==> src/rtl/cv32e40p_tmr_pkg.sv <==
// Shared types and constants for the TMR prefetch-buffer recovery sequencer.
package cv32e40p_tmr_pkg;

    typedef enum logic [2:0] {
        ST_IDLE,
        ST_DETECT,
        ST_FLUSH,
        ST_VERIFY,
        ST_FATAL
    } tmr_rec_state_e;

    // Bit positions in the voter error vector
    localparam int ERR_FETCH_VALID = 0;
    localparam int ERR_FETCH_RDATA = 1;
    localparam int ERR_INSTR_REQ   = 2;
    localparam int ERR_INSTR_ADDR  = 3;
    localparam int ERR_BUSY        = 4;

    // Counter widths sized for the legal parameter ranges (15 / 255 / 7)
    localparam int RUN_W   = 4;
    localparam int QUIET_W = 8;
    localparam int RETRY_W = 3;

endpackage

==> src/rtl/cv32e40p_sat_counter.sv <==
// Saturating up-counter with synchronous clear; clear beats increment.
module cv32e40p_sat_counter #(
    parameter int WIDTH = 8
) (
    input  logic             clk,
    input  logic             rst_n,
    input  logic             i_inc,
    input  logic             i_clr,
    output logic [WIDTH-1:0] o_count
);

    logic [WIDTH-1:0] r_count;

    always_ff @(posedge clk or negedge rst_n) begin
        if (!rst_n) begin
            r_count <= '0;
        end else if (i_clr) begin
            r_count <= '0;
        end else if (i_inc && (r_count != {WIDTH{1'b1}})) begin
            r_count <= r_count + 1'b1;
        end
    end

    assign o_count = r_count;

endmodule

==> src/rtl/cv32e40p_tmr_recovery_ctrl.sv <==
// Recovery sequencer for the triplicated prefetch buffer: stalls fetch, forces a refetch
// branch and verifies resync. Optional sticky error log under CV32E40P_TMR_ERR_STATS_EN.
module cv32e40p_tmr_recovery_ctrl
    import cv32e40p_tmr_pkg::*;
#(
    parameter int NSIG          = 5,
    parameter int ERR_THRESH    = 2,
    parameter int VERIFY_CYCLES = 8,
    parameter int MAX_RETRY     = 3,
    parameter int CNT_W         = 8
) (
    input  logic             clk,
    input  logic             rst_n,
    input  logic [NSIG-1:0]  error_voter_i,
    input  logic             core_branch_i,
    input  logic [31:0]      core_branch_addr_i,
    input  logic [31:0]      resume_addr_i,
    input  logic             pf_fetch_valid_i,
    output logic             pf_branch_o,
    output logic [31:0]      pf_branch_addr_o,
    output logic             core_fetch_valid_o,
    output logic             recovering_o,
    output logic             fatal_o,
    output logic [CNT_W-1:0] recovery_cnt_o,
    output logic [NSIG-1:0]  err_log_o,
    input  logic             err_log_clr_i
);

    // Counters hold "events seen so far"; a hit means this cycle's event reaches the limit
    localparam logic [RUN_W-1:0]   RUN_LAST   = RUN_W'(ERR_THRESH - 1);
    localparam logic [QUIET_W-1:0] QUIET_LAST = QUIET_W'(VERIFY_CYCLES - 1);
    localparam logic [RETRY_W-1:0] RETRY_LAST = RETRY_W'(MAX_RETRY - 1);

    tmr_rec_state_e r_state;
    logic           r_flush;
    logic           r_recovering;
    logic           r_fatal;

    logic               w_err_any;
    logic [RUN_W-1:0]   w_run;
    logic [QUIET_W-1:0] w_quiet;
    logic [RETRY_W-1:0] w_retry;
    logic               w_run_hit;
    logic               w_quiet_hit;
    logic               w_retry_hit;
    logic               w_run_inc;
    logic               w_verify_ok;
    logic               w_verify_bad;
    logic               w_retry_clr;
    logic               w_rcnt_inc;

    assign w_err_any   = |error_voter_i;
    assign w_run_hit   = (w_run == RUN_LAST);
    assign w_quiet_hit = (w_quiet == QUIET_LAST);
    assign w_retry_hit = (w_retry == RETRY_LAST);

    // A core branch in VERIFY is itself a flush, so it neither counts as clean nor as a failure
    assign w_run_inc    = w_err_any && ((r_state == ST_IDLE) ||
                                        ((r_state == ST_DETECT) && !core_branch_i));
    assign w_verify_ok  = (r_state == ST_VERIFY) && !core_branch_i && !w_err_any;
    assign w_verify_bad = (r_state == ST_VERIFY) && !core_branch_i && w_err_any;
    assign w_retry_clr  = (r_state == ST_IDLE);
    assign w_rcnt_inc   = w_verify_ok && w_quiet_hit;

    cv32e40p_sat_counter #(.WIDTH(RUN_W)) u_run_cnt (
        .clk     (clk),
        .rst_n   (rst_n),
        .i_inc   (w_run_inc),
        .i_clr   (!w_run_inc),
        .o_count (w_run)
    );

    cv32e40p_sat_counter #(.WIDTH(QUIET_W)) u_quiet_cnt (
        .clk     (clk),
        .rst_n   (rst_n),
        .i_inc   (w_verify_ok),
        .i_clr   (!w_verify_ok),
        .o_count (w_quiet)
    );

    cv32e40p_sat_counter #(.WIDTH(RETRY_W)) u_retry_cnt (
        .clk     (clk),
        .rst_n   (rst_n),
        .i_inc   (w_verify_bad),
        .i_clr   (w_retry_clr),
        .o_count (w_retry)
    );

    cv32e40p_sat_counter #(.WIDTH(CNT_W)) u_recovery_cnt (
        .clk     (clk),
        .rst_n   (rst_n),
        .i_inc   (w_rcnt_inc),
        .i_clr   (1'b0),
        .o_count (recovery_cnt_o)
    );

    always_ff @(posedge clk or negedge rst_n) begin
        if (!rst_n) begin
            r_state      <= ST_IDLE;
            r_flush      <= 1'b0;
            r_recovering <= 1'b0;
            r_fatal      <= 1'b0;
        end else begin
            case (r_state)
                ST_IDLE: begin
                    if (w_err_any) begin
                        if (w_run_hit) begin
                            r_state      <= ST_FLUSH;
                            r_flush      <= 1'b1;
                            r_recovering <= 1'b1;
                        end else begin
                            r_state <= ST_DETECT;
                        end
                    end
                end
                ST_DETECT: begin
                    if (core_branch_i) begin
                        r_state      <= ST_VERIFY;
                        r_recovering <= 1'b1;
                    end else if (!w_err_any) begin
                        r_state <= ST_IDLE;
                    end else if (w_run_hit) begin
                        r_state      <= ST_FLUSH;
                        r_flush      <= 1'b1;
                        r_recovering <= 1'b1;
                    end
                end
                ST_FLUSH: begin
                    r_state <= ST_VERIFY;
                    r_flush <= 1'b0;
                end
                ST_VERIFY: begin
                    if (core_branch_i) begin
                        r_state <= ST_VERIFY;
                    end else if (w_err_any) begin
                        if (w_retry_hit) begin
                            r_state      <= ST_FATAL;
                            r_recovering <= 1'b0;
                            r_fatal      <= 1'b1;
                        end else begin
                            r_state <= ST_FLUSH;
                            r_flush <= 1'b1;
                        end
                    end else if (w_quiet_hit) begin
                        r_state      <= ST_IDLE;
                        r_recovering <= 1'b0;
                    end
                end
                ST_FATAL: begin
                    r_state <= ST_FATAL;
                end
                default: begin
                    r_state      <= ST_IDLE;
                    r_flush      <= 1'b0;
                    r_recovering <= 1'b0;
                    r_fatal      <= 1'b0;
                end
            endcase
        end
    end

    // A core branch during FLUSH already refetches everything, so its target wins
    assign pf_branch_o        = core_branch_i | r_flush;
    assign pf_branch_addr_o   = (r_flush && !core_branch_i) ? resume_addr_i : core_branch_addr_i;
    assign core_fetch_valid_o = pf_fetch_valid_i & ~r_recovering;
    assign recovering_o       = r_recovering;
    assign fatal_o            = r_fatal;

`ifdef CV32E40P_TMR_ERR_STATS_EN
    logic [NSIG-1:0] r_err_log;

    always_ff @(posedge clk or negedge rst_n) begin
        if (!rst_n) begin
            r_err_log <= '0;
        end else if (err_log_clr_i) begin
            r_err_log <= '0;
        end else begin
            r_err_log <= r_err_log | error_voter_i;
        end
    end

    assign err_log_o = r_err_log;
`else
    logic w_unused_clr;
    assign w_unused_clr = err_log_clr_i;
    assign err_log_o    = '0;
`endif

endmodule

==> config.mk <==
export PLATFORM = sky130hd
export DESIGN_NAME = cv32e40p_tmr_recovery_ctrl
export DESIGN_NICKNAME = d
export VERILOG_FILES = /design/src/rtl/cv32e40p_tmr_pkg.sv /design/src/rtl/cv32e40p_sat_counter.sv /design/src/rtl/cv32e40p_tmr_recovery_ctrl.sv
export SDC_FILE = /design/constraint.sdc
export NUM_CORES = 1
export LEC_CHECK = 0
export ABC_AREA = 1
export ABC_CLOCK_PERIOD_IN_PS = 1540
export CORE_AREA = 3 3 85 87
export DETAILED_ROUTE_END_ITERATION = 10
export DIE_AREA = 0 0 88 90
export PLACE_DENSITY = 0.72
export RECOVER_POWER = 50
export SKIP_CTS_REPAIR_TIMING = 1
export SLEW_MARGIN = 10
export SYNTH_ARGS = -nofsm -noshare
export SYNTH_HDL_FRONTEND = slang
export SYNTH_SLANG_ARGS = --single-unit
==> constraint.sdc <==
create_clock -name clk -period 1.54 [get_ports clk]
set_input_delay 0.231 -clock clk [delete_from_list [all_inputs] [get_ports clk]]
set_output_delay 0.231 -clock clk [all_outputs]
set_load 0.05 [all_outputs]
==> run metrics <==
outcome finished, violations left; Slew headroom about half; clock transition at the registers of the reported paths roughly 0.07 ns; Pre-Repair DR Iteration Count 4; grt total ovfl 0; CTS root buf clkbuf_8; Clock Latency Late Sink about 0.28 ns; cell family with most CP delay flip-flops; nets@finish 518; reg2reg path depth 7; Initial DRC Count 120; detailed-route via count between 2000 and 2500; core outline area 6420 sq um; Seq pwr share 21.9%; cell count after synthesis 291; final setup violation count 32; Yosys top cell by area dfrtp_1; Routed Antenna Nets 0; setup ws final -0.191 ns; Die H 90 microns; ant diodes 0; Mapped Area about 2300 sq um; fmax 578 MHz; Hold Path Origin core_branch_i; Crit Path Class reg2out; CTS tree yes; R2R Setup Slk 0.10 ns; Final min period 1.73 ns; synth unique cells 29; CP Data Required Time 1.31 ns; Die ar. 7920 sq um; Worst EP arrival 1.50 ns; Worst Max-Slew Pin Slew 0.744 ns; max incr delay on CP between 0.4 and 0.5 ns; Worst setup SP type flop; Layout area overhead 84.0%; YS warnings 0; cell-internal power 0.00257 W; Critical Path Start r_flush; Yosys reg bits 29; global-route wire length before repair 11800 microns; vias in the first global route roughly 2300; crit-path cells nand2_4 -> buf_8 -> mux2_2 -> buf_6; Ports between 100 and 150; Hold Fails Final Rpt 0; Sw Pwr 0.00209 W; synth top area cells dfrtp_1, mux2_2, nand2_1; max cap viols 0; largest net degree at the start of global routing 33; Tcrit/Tclk final 112%; Switching Share 44.9%; share of layout cells above drive strength 1 31.7%; final clock skew 0.00482 ns; Main synth FF type dfrtp_1; hold-critical path depth 5; number of CTS-inserted buffers 5; synth cell count leaders nand2_1, mux2_2, nor2_1; sequential-to-total area share from yosys stat 32.1%; EDFF count, synth 0; count leader, synth nand2_1; Die W 88 microns; H-tree depth 2; CP Capture Type output port; overall routed net length 8380 microns; violated checks setup timing; RSZ-0062 raised after global routing yes; Sink Count 29; vias per cell 4.77; Clock Power Share 13.1%; Crit-path slowest cell dfrtp_1; Slew Viols, Final 0; Hold EP r_state[1]; port bufs 116; Crit Reg-Reg Endpoint u_recovery_cnt.o_count[5]; Synth async-reset ratio 100%; P_leak ~2.0 nW; peak supply drop 0.679 mV; reg2reg start u_recovery_cnt.o_count[1]; Total GRT Usage 18.7%; DR WL/cell 16.3 microns; mean area per synthesized cell 7.76 sq um; pwr/cell area 1120 nW/um^2; row cnt 29; Clock Path Buffers 2; Starting Density 35.2%; Yosys top cell area share between 30% and 40%; Final Wtd Congestion 0.840; Bufs and invs on worst path 2; crit path max fanout 8; DR DRC count 0; initial antenna violation count 0; worst hold-check path type in2reg; Placement Setup Slack -0.336 ns; combinational share of power 65.0%; Overall Power 0.00466 W; Fin Hold WS 0.492 ns; DP HPWL 5870 microns
-- per-layer routing --
layer / global-route usage (%) / vias up / share of wire [%]
li1: - / 1234 / -
met1: 23.8 / 1159 / 40
met2: 32.5 / 50 / 54
met3: 3.20 / 12 / 3.9
met4: 3.84 / 0 / 1.7
met5: 0 / - / 0
-- power groups by stage --
stage          clock (W)  combinational (W)  sequential [W]
4_1_cts         0.000628            0.00256         0.00102
3_5_place_dp           0            0.00255         0.00103
2_1_floorplan          0            0.00161         0.00108
6_report        0.000609            0.00303         0.00102
3_3_place_gp           0            0.00252         0.00103
5_1_grt         0.000676            0.00323         0.00105
-- layout make-up --
class	count	area [sq um]
Clock inverter	2	10.0
Tap cell	77	96.3
Multi-Input combinational cell	225	1520
Fill cell	514	2270
Clock buffer	6	72.6
Inverter	32	123
Sequential cell	29	727
Timing Repair Buffer	144	1610
-- layout by cell type (no fill, tap or decap), types with 10 or more instances in the layout --
master	n
nand2_1	71
o21ai_0	12
buf_8	24
nand3_1	19
buf_6	10
nor2_1	27
dfrtp_1	28
clkdlybuf4s50_1	70
buf_4	23
mux2_4	23
inv_1	30
-- tightest hold or removal path, delay by kind of cell --
family / cells / cell delay, ns
buffers and inverters: 3 / 0.34
AND/OR/NAND/NOR: 2 / 0.15
-- per-stage QoR --
step / utilization, % / area, sq um / instances / TNS, ns
6_report: 64.7 / 4160 / 515 / -5.40
5_1_grt: 64.7 / 4160 / 515 / -7.35
4_1_cts: 58.2 / 3740 / 510 / -10.81
3_5_place_dp: 56.9 / 3660 / 502 / -12.35
3_3_place_gp: 56.9 / 3660 / 502 / -11.06
2_1_floorplan: - / 2290 / 295 / 0
-- cell families (layout without fill, tap and decap cells) --
| logic type | count (synthesis) | after routing | synth area share (%) |
|---|---|---|---|
| buf+inv | 42 | 184 | 8.59 |
| fa+ha+maj | 7 | 7 | 3.88 |
| mux | 32 | 32 | 16.0 |
| other cells | 1 | 5 | 0.166 |
| compound gates | 28 | 28 | 7.53 |
| flops | 29 | 29 | 32.1 |
| simple gates | 145 | 146 | 29.0 |
| xor+xnor | 7 | 7 | 2.71 |
-- flip-flops by register name, summed over array words and instances, names as in the netlist --
| register | count |
|---|---|
| r_state | 3 |
| recovering_o | 1 |
| u_recovery_cnt.o_count | 8 |
| u_quiet_cnt.o_count | 8 |
| u_run_cnt.o_count | 4 |
| fatal_o | 1 |
| r_flush | 1 |
| u_retry_cnt.o_count | 3 |
-- worst max path at each step --
stage	depth (start not counted)	end	slack, ns
detailed placement	6	pf_branch_addr_o[26]	-0.34
global placement	6	pf_branch_addr_o[9]	-0.32
CTS	6	pf_branch_addr_o[26]	-0.35
floorplan	8	u_recovery_cnt.o_count[6]	0.003
finish	4	pf_branch_addr_o[7]	-0.19
global route	4	pf_branch_addr_o[7]	-0.24
No activity file was read; power rests on OpenSTA's default activity.
